$ cat src/rtl/flit_activity_monitor.sv
// ----------------------------------------------------------------------------
// flit_activity_monitor
// Measures switching activity of a flit stream. For every accepted flit it
// adds the Hamming distance to the previous flit (toggles) and the flit's
// popcount (ones) into saturating accumulators. After PAYLOAD flits it holds a
// packet report until the downstream side takes it.
//
// Ports
//   clk, rst_n     : clock, asynchronous active-low reset
//   flit_valid/    : upstream flit handshake; flit_data is W bits
//   flit_data/
//   flit_ready
//   rpt_valid/     : packet report handshake
//   rpt_ready
//   rpt_toggles    : toggle accumulator (running value, valid with rpt_valid)
//   rpt_ones       : ones accumulator   (running value, valid with rpt_valid)
//   rpt_sat        : either accumulator saturated during this packet
//   pkt_count      : reports handed over since reset (wraps)
//   drop_count     : cycles with flit_valid=1 while not ready (saturates)
// ----------------------------------------------------------------------------
module flit_activity_monitor #(
   parameter int unsigned W       = 34,
   parameter int unsigned PAYLOAD = 20,
   parameter int unsigned CNT_W   = 16
) (
   input  logic             clk,
   input  logic             rst_n,
   input  logic             flit_valid,
   input  logic [W-1:0]     flit_data,
   output logic             flit_ready,
   output logic             rpt_valid,
   input  logic             rpt_ready,
   output logic [CNT_W-1:0] rpt_toggles,
   output logic [CNT_W-1:0] rpt_ones,
   output logic             rpt_sat,
   output logic [CNT_W-1:0] pkt_count,
   output logic [CNT_W-1:0] drop_count
);

   localparam int unsigned PC_W  = $clog2(W + 1);
   localparam int unsigned SUM_W = ((CNT_W > PC_W) ? CNT_W : PC_W) + 1;
   localparam int unsigned FC_W  = $clog2(PAYLOAD + 1);
   localparam logic [SUM_W-1:0] SAT_MAX   = SUM_W'({CNT_W{1'b1}});
   localparam logic [FC_W-1:0]  LAST_FLIT = FC_W'(PAYLOAD - 1);

   typedef enum logic {
      ST_RECV   = 1'b0,
      ST_REPORT = 1'b1
   } state_t;

   state_t           r_state;
   logic             r_flit_ready;
   logic             r_rpt_valid;
   logic [CNT_W-1:0] r_tog;
   logic [CNT_W-1:0] r_ones;
   logic             r_sat;
   logic [CNT_W-1:0] r_pkt;
   logic [CNT_W-1:0] r_drop;
   logic [W-1:0]     r_prev;
   logic [FC_W-1:0]  r_flit_cnt;

   logic [PC_W-1:0]  w_tog_pc;
   logic [PC_W-1:0]  w_ones_pc;
   logic [SUM_W-1:0] w_tog_sum;
   logic [SUM_W-1:0] w_ones_sum;
   logic             w_tog_ovf;
   logic             w_ones_ovf;
   logic [CNT_W-1:0] w_tog_next;
   logic [CNT_W-1:0] w_ones_next;
   logic             w_drop;

   // Population count of a W-bit vector
   function automatic logic [PC_W-1:0] popcnt(input logic [W-1:0] v);
      logic [PC_W-1:0] c;
      c = '0;
      for (int i = 0; i < W; i++) begin
         c = c + PC_W'(v[i]);
      end
      return c;
   endfunction

   // Saturating accumulator updates for the flit currently on the bus
   assign w_tog_pc    = popcnt(flit_data ^ r_prev);
   assign w_ones_pc   = popcnt(flit_data);
   assign w_tog_sum   = SUM_W'(r_tog) + SUM_W'(w_tog_pc);
   assign w_ones_sum  = SUM_W'(r_ones) + SUM_W'(w_ones_pc);
   assign w_tog_ovf   = (w_tog_sum > SAT_MAX);
   assign w_ones_ovf  = (w_ones_sum > SAT_MAX);
   assign w_tog_next  = w_tog_ovf  ? {CNT_W{1'b1}} : w_tog_sum[CNT_W-1:0];
   assign w_ones_next = w_ones_ovf ? {CNT_W{1'b1}} : w_ones_sum[CNT_W-1:0];
   assign w_drop      = flit_valid & ~r_flit_ready;

   // Receive/report FSM with accumulators and statistics
   always_ff @(posedge clk or negedge rst_n) begin
      if (!rst_n) begin
         r_state      <= ST_RECV;
         r_flit_ready <= 1'b1;
         r_rpt_valid  <= 1'b0;
         r_tog        <= '0;
         r_ones       <= '0;
         r_sat        <= 1'b0;
         r_pkt        <= '0;
         r_drop       <= '0;
         r_prev       <= '0;
         r_flit_cnt   <= '0;
      end else begin
         if (w_drop && (r_drop != {CNT_W{1'b1}})) begin
            r_drop <= r_drop + CNT_W'(1);
         end
         case (r_state)
            ST_RECV: begin
               if (flit_valid) begin
                  r_tog      <= w_tog_next;
                  r_ones     <= w_ones_next;
                  r_sat      <= r_sat | w_tog_ovf | w_ones_ovf;
                  r_prev     <= flit_data;
                  r_flit_cnt <= r_flit_cnt + FC_W'(1);
                  if (r_flit_cnt == LAST_FLIT) begin
                     r_state      <= ST_REPORT;
                     r_flit_ready <= 1'b0;
                     r_rpt_valid  <= 1'b1;
                  end
               end
            end
            ST_REPORT: begin
               // prev flit survives the handshake; only per-packet state clears
               if (rpt_ready) begin
                  r_state      <= ST_RECV;
                  r_flit_ready <= 1'b1;
                  r_rpt_valid  <= 1'b0;
                  r_tog        <= '0;
                  r_ones       <= '0;
                  r_sat        <= 1'b0;
                  r_flit_cnt   <= '0;
                  r_pkt        <= r_pkt + CNT_W'(1);
               end
            end
            default: begin
               r_state      <= ST_RECV;
               r_flit_ready <= 1'b1;
               r_rpt_valid  <= 1'b0;
            end
         endcase
      end
   end

   assign flit_ready  = r_flit_ready;
   assign rpt_valid   = r_rpt_valid;
   assign rpt_toggles = r_tog;
   assign rpt_ones    = r_ones;
   assign rpt_sat     = r_sat;
   assign pkt_count   = r_pkt;
   assign drop_count  = r_drop;

endmodule
$ cat config.mk
export PLATFORM = sky130hd
export DESIGN_NAME = flit_activity_monitor
export DESIGN_NICKNAME = d
export VERILOG_FILES = /design/src/rtl/flit_activity_monitor.sv
export SDC_FILE = /design/constraint.sdc
export NUM_CORES = 1
export LEC_CHECK = 0
export CAP_MARGIN = 20
export CELL_PAD_IN_SITES_DETAIL_PLACEMENT = 0
export CELL_PAD_IN_SITES_GLOBAL_PLACEMENT = 1
export CORE_ASPECT_RATIO = 0.8
export CORE_MARGIN = 4
export CORE_UTILIZATION = 50
export DETAILED_ROUTE_END_ITERATION = 10
export DONT_BUFFER_PORTS = 1
export PLACE_DENSITY_LB_ADDON = 0.1
export REMOVE_ABC_BUFFERS = 1
export SLEW_MARGIN = 20
export SYNTH_ARGS = -nofsm -noshare
export SYNTH_HDL_FRONTEND = slang
export SYNTH_SLANG_ARGS = --single-unit
export TNS_END_PERCENT = 100
$ cat constraint.sdc
create_clock -name clk -period 8 [get_ports clk]
set_input_delay 2 -clock clk [delete_from_list [all_inputs] [get_ports clk]]
set_output_delay 2 -clock clk [all_outputs]
set_load 0.02 [all_outputs]
==> metrics.txt <==
status=completed; Crit. Startpoint=flit_data[16]; Avg Cell Area, Syn=9.95 sq um; MaxCap Viol Count=0; core area=around 14000 sq um; Synth Flop Type=dfrtp_1; hpwl dp=12000 um; n_diodes=0; Synth Warn #=0; EDFF count, synth=0; WL met2=6920 um; TritonCTS clock tree=built; vias in the first global route=slightly above 5000; worst path required time=8.26 ns; DR WL met3=1310 um; CTS Hold Bufs=0; Fillers=1249; area added between synthesis and finish=6.80%; DRT Wirelength=15900 um; clock buffer depth=2; ys async rst share=1.00; setup TNS=0 ns; DRC=0; Max FO, Critical Path=9; Reg2Reg Setup Slack=between 2 and 2.5 ns; min Tclk post-route=7.22 ns; CTS Buf Count=9; Hold Crit Class=reg2reg; die width=142 um; # setup viols final=0; Register-to-Register Path Depth=18; worst-skew pair later-pin latency=0.35 ns; fin nets=845; CP Launch Type=input pin; WP data arrival=between 7 and 8 ns; Hold Crit Depth=2; flops & latches, synth=107; antenna violations before repair=0; Setup CP Type=in2reg; top sig layer=met4; Worst-path clk slew=0.07 ns; Initial DRC Count=roughly 190; Yosys top cell area share=0.371; GPL Wtd Cong=0.831; Overflow after GRT=0; I/O Pins=105; Buffers on Ports=0; layout cell share with drive strength beyond 1=0.0541; drt wl/cell=approximately 18 um; Total Routing Usage GR=0.209; post-synth cell types=63; pin count of the biggest net entering global routing=108; RSZ-0062 raised after global routing=false; reg2reg start=r_prev[16]; Layout Skew=0.00862 ns; wl on met1=7560 um; number of setup buffers added after CTS=0; Hold Crit Start=r_prev[28]; Slew @ Worst Pin=0.914 ns; maximum operating frequency=0.139 GHz; FP Rows=38; relative slew slack=0.389; mean number of vias per cell=roughly 5.4; count of final hold-check violations=0; Cell Area, Synth=between 7000 and 8000 sq um; Slew Viols, Final=0; die footprint=16300 sq um; hold endpoint=r_prev[28]; CTS H-tree depth=3; post_cts resized=0; Yosys top cell by area=dfrtp_1; commonest non-fill, non-tap cell in the layout=nand2_1; Initial Utilization=0.519; first-pass GRT wire length=26800 um; Die Y=115 um; most frequent cells in the layout=108 x nand2_1, 106 x dfrtp_1, 99 x inv_1; Crit. End Element=register; Synth Instances=719; via count=about 4900; Final Cycle Share=0.902; TritonCTS Sinks=around 110; reg2reg end=rpt_toggles[0]; root buf cell=clkbuf_16; sequential share of the synthesized area=0.374; ranking of synthesized cells by area=dfrtp_1 37%, fa_1 16%, ha_1 6.1%; iteration count of the initial detailed-routing pass=4; Routed Antenna Nets=0
## cell usage after synthesis, types with 2 or more instances
cell and instances:
a211oi_1 4, clkbuf_1 6, ha_1 35, and4_1 5
o311ai_0 3, o41ai_1 2, nand4_1 21, fa_1 56
a21oi_1 11, o31ai_1 3, nor2b_1 2, nor3b_1 2
a211o_1 4, and3_1 6, nor3_1 12, mux2_2 3
o311ai_1 2, buf_1 6, xor2_1 33, a21o_1 3
o21ai_1 2, nand2b_1 5, o21ai_2 2, a22oi_1 2
nand2_1 108, inv_1 99, nor2_1 17, o211ai_1 11
or3_1 3, o211ai_2 2, or4_1 5, buf_2 5
dfrtp_1 106, a221o_1 4, o21ai_0 32, xnor2_1 34
nand3_1 37
## worst max-delay path, stage by stage
cell and delay [ns]:
xor2_1 0.15, fa_1 0.55, inv_1 0.07, fa_1 0.50, fa_1 0.51, inv_1 0.05, fa_1 0.48, fa_1 0.55
inv_1 0.06, fa_1 0.51, fa_1 0.45, inv_1 0.08, fa_1 0.24, a211oi_1 0.11, o21ai_1 0.31, nand4b_1 0.44
buf_4 0.32, o211ai_1 0.09
## cell type report
type | count | area (sq um) | area share
inverters | 99 | 372 | 0.0486
repair buffers | 4 | 30.0 | 0.00393
flip-flops and latches | 107 | 2680 | 0.350
clock inverters | 7 | 85.1 | 0.0111
clock buffers | 9 | 225 | 0.0295
well taps | 180 | 225 | 0.0295
multi-input cells | 495 | 4030 | 0.527
## metal layers
layer | up-vias | track usage
met4 | 0 | 0.0416
met5 | - | 0
li1 | 2391 | -
met2 | 105 | 0.300
met1 | 2397 | 0.306
met3 | 6 | 0.0778
## state kept, by name, indices dropped and copies added (netlist names)
name and cells:
drop_count 16, rpt_toggles 16, pkt_count 16, rpt_ones 16, rpt_valid 1, r_flit_cnt 5, flit_ready 1, r_state 1
r_prev 34, rpt_sat 1
## cells by family after synthesis
group,share of synthesized area
AOI/OAI and AO/OA,0.0960
xor gates and xnor gates,0.0820
adders and majority gates,0.218
buffers and inverters,0.0633
DFF,0.374
muxes,0.00612
and+or+nand+nor,0.160
## worst max-delay path by stage
stage | end | slack (ns) | cells past startpoint
floorplan | rpt_toggles[7] | 0.75 | 18
global placement | rpt_toggles[0] | 0.52 | 18
detailed placement | rpt_toggles[0] | 0.42 | 18
CTS | rpt_toggles[0] | 0.80 | 18
global route | rpt_toggles[0] | 0.53 | 18
finish | rpt_toggles[0] | 0.78 | 18
## metrics by stage
step	setup slack, ns	hold WS [ns]	utilization	area (sq um)	std cells
global placement	0.524	0.477	0.532	7330	885
CTS	0.797	0.507	0.554	7640	901
floorplan	0.746	0.458	-	7080	701
finish	0.783	0.501	0.554	7640	901
global route	0.527	0.523	0.554	7640	901
detailed placement	0.423	0.486	0.532	7330	885
Power is not shown: default switching activity piles up to over one toggle a cycle in this logic, so the estimate is an artifact.
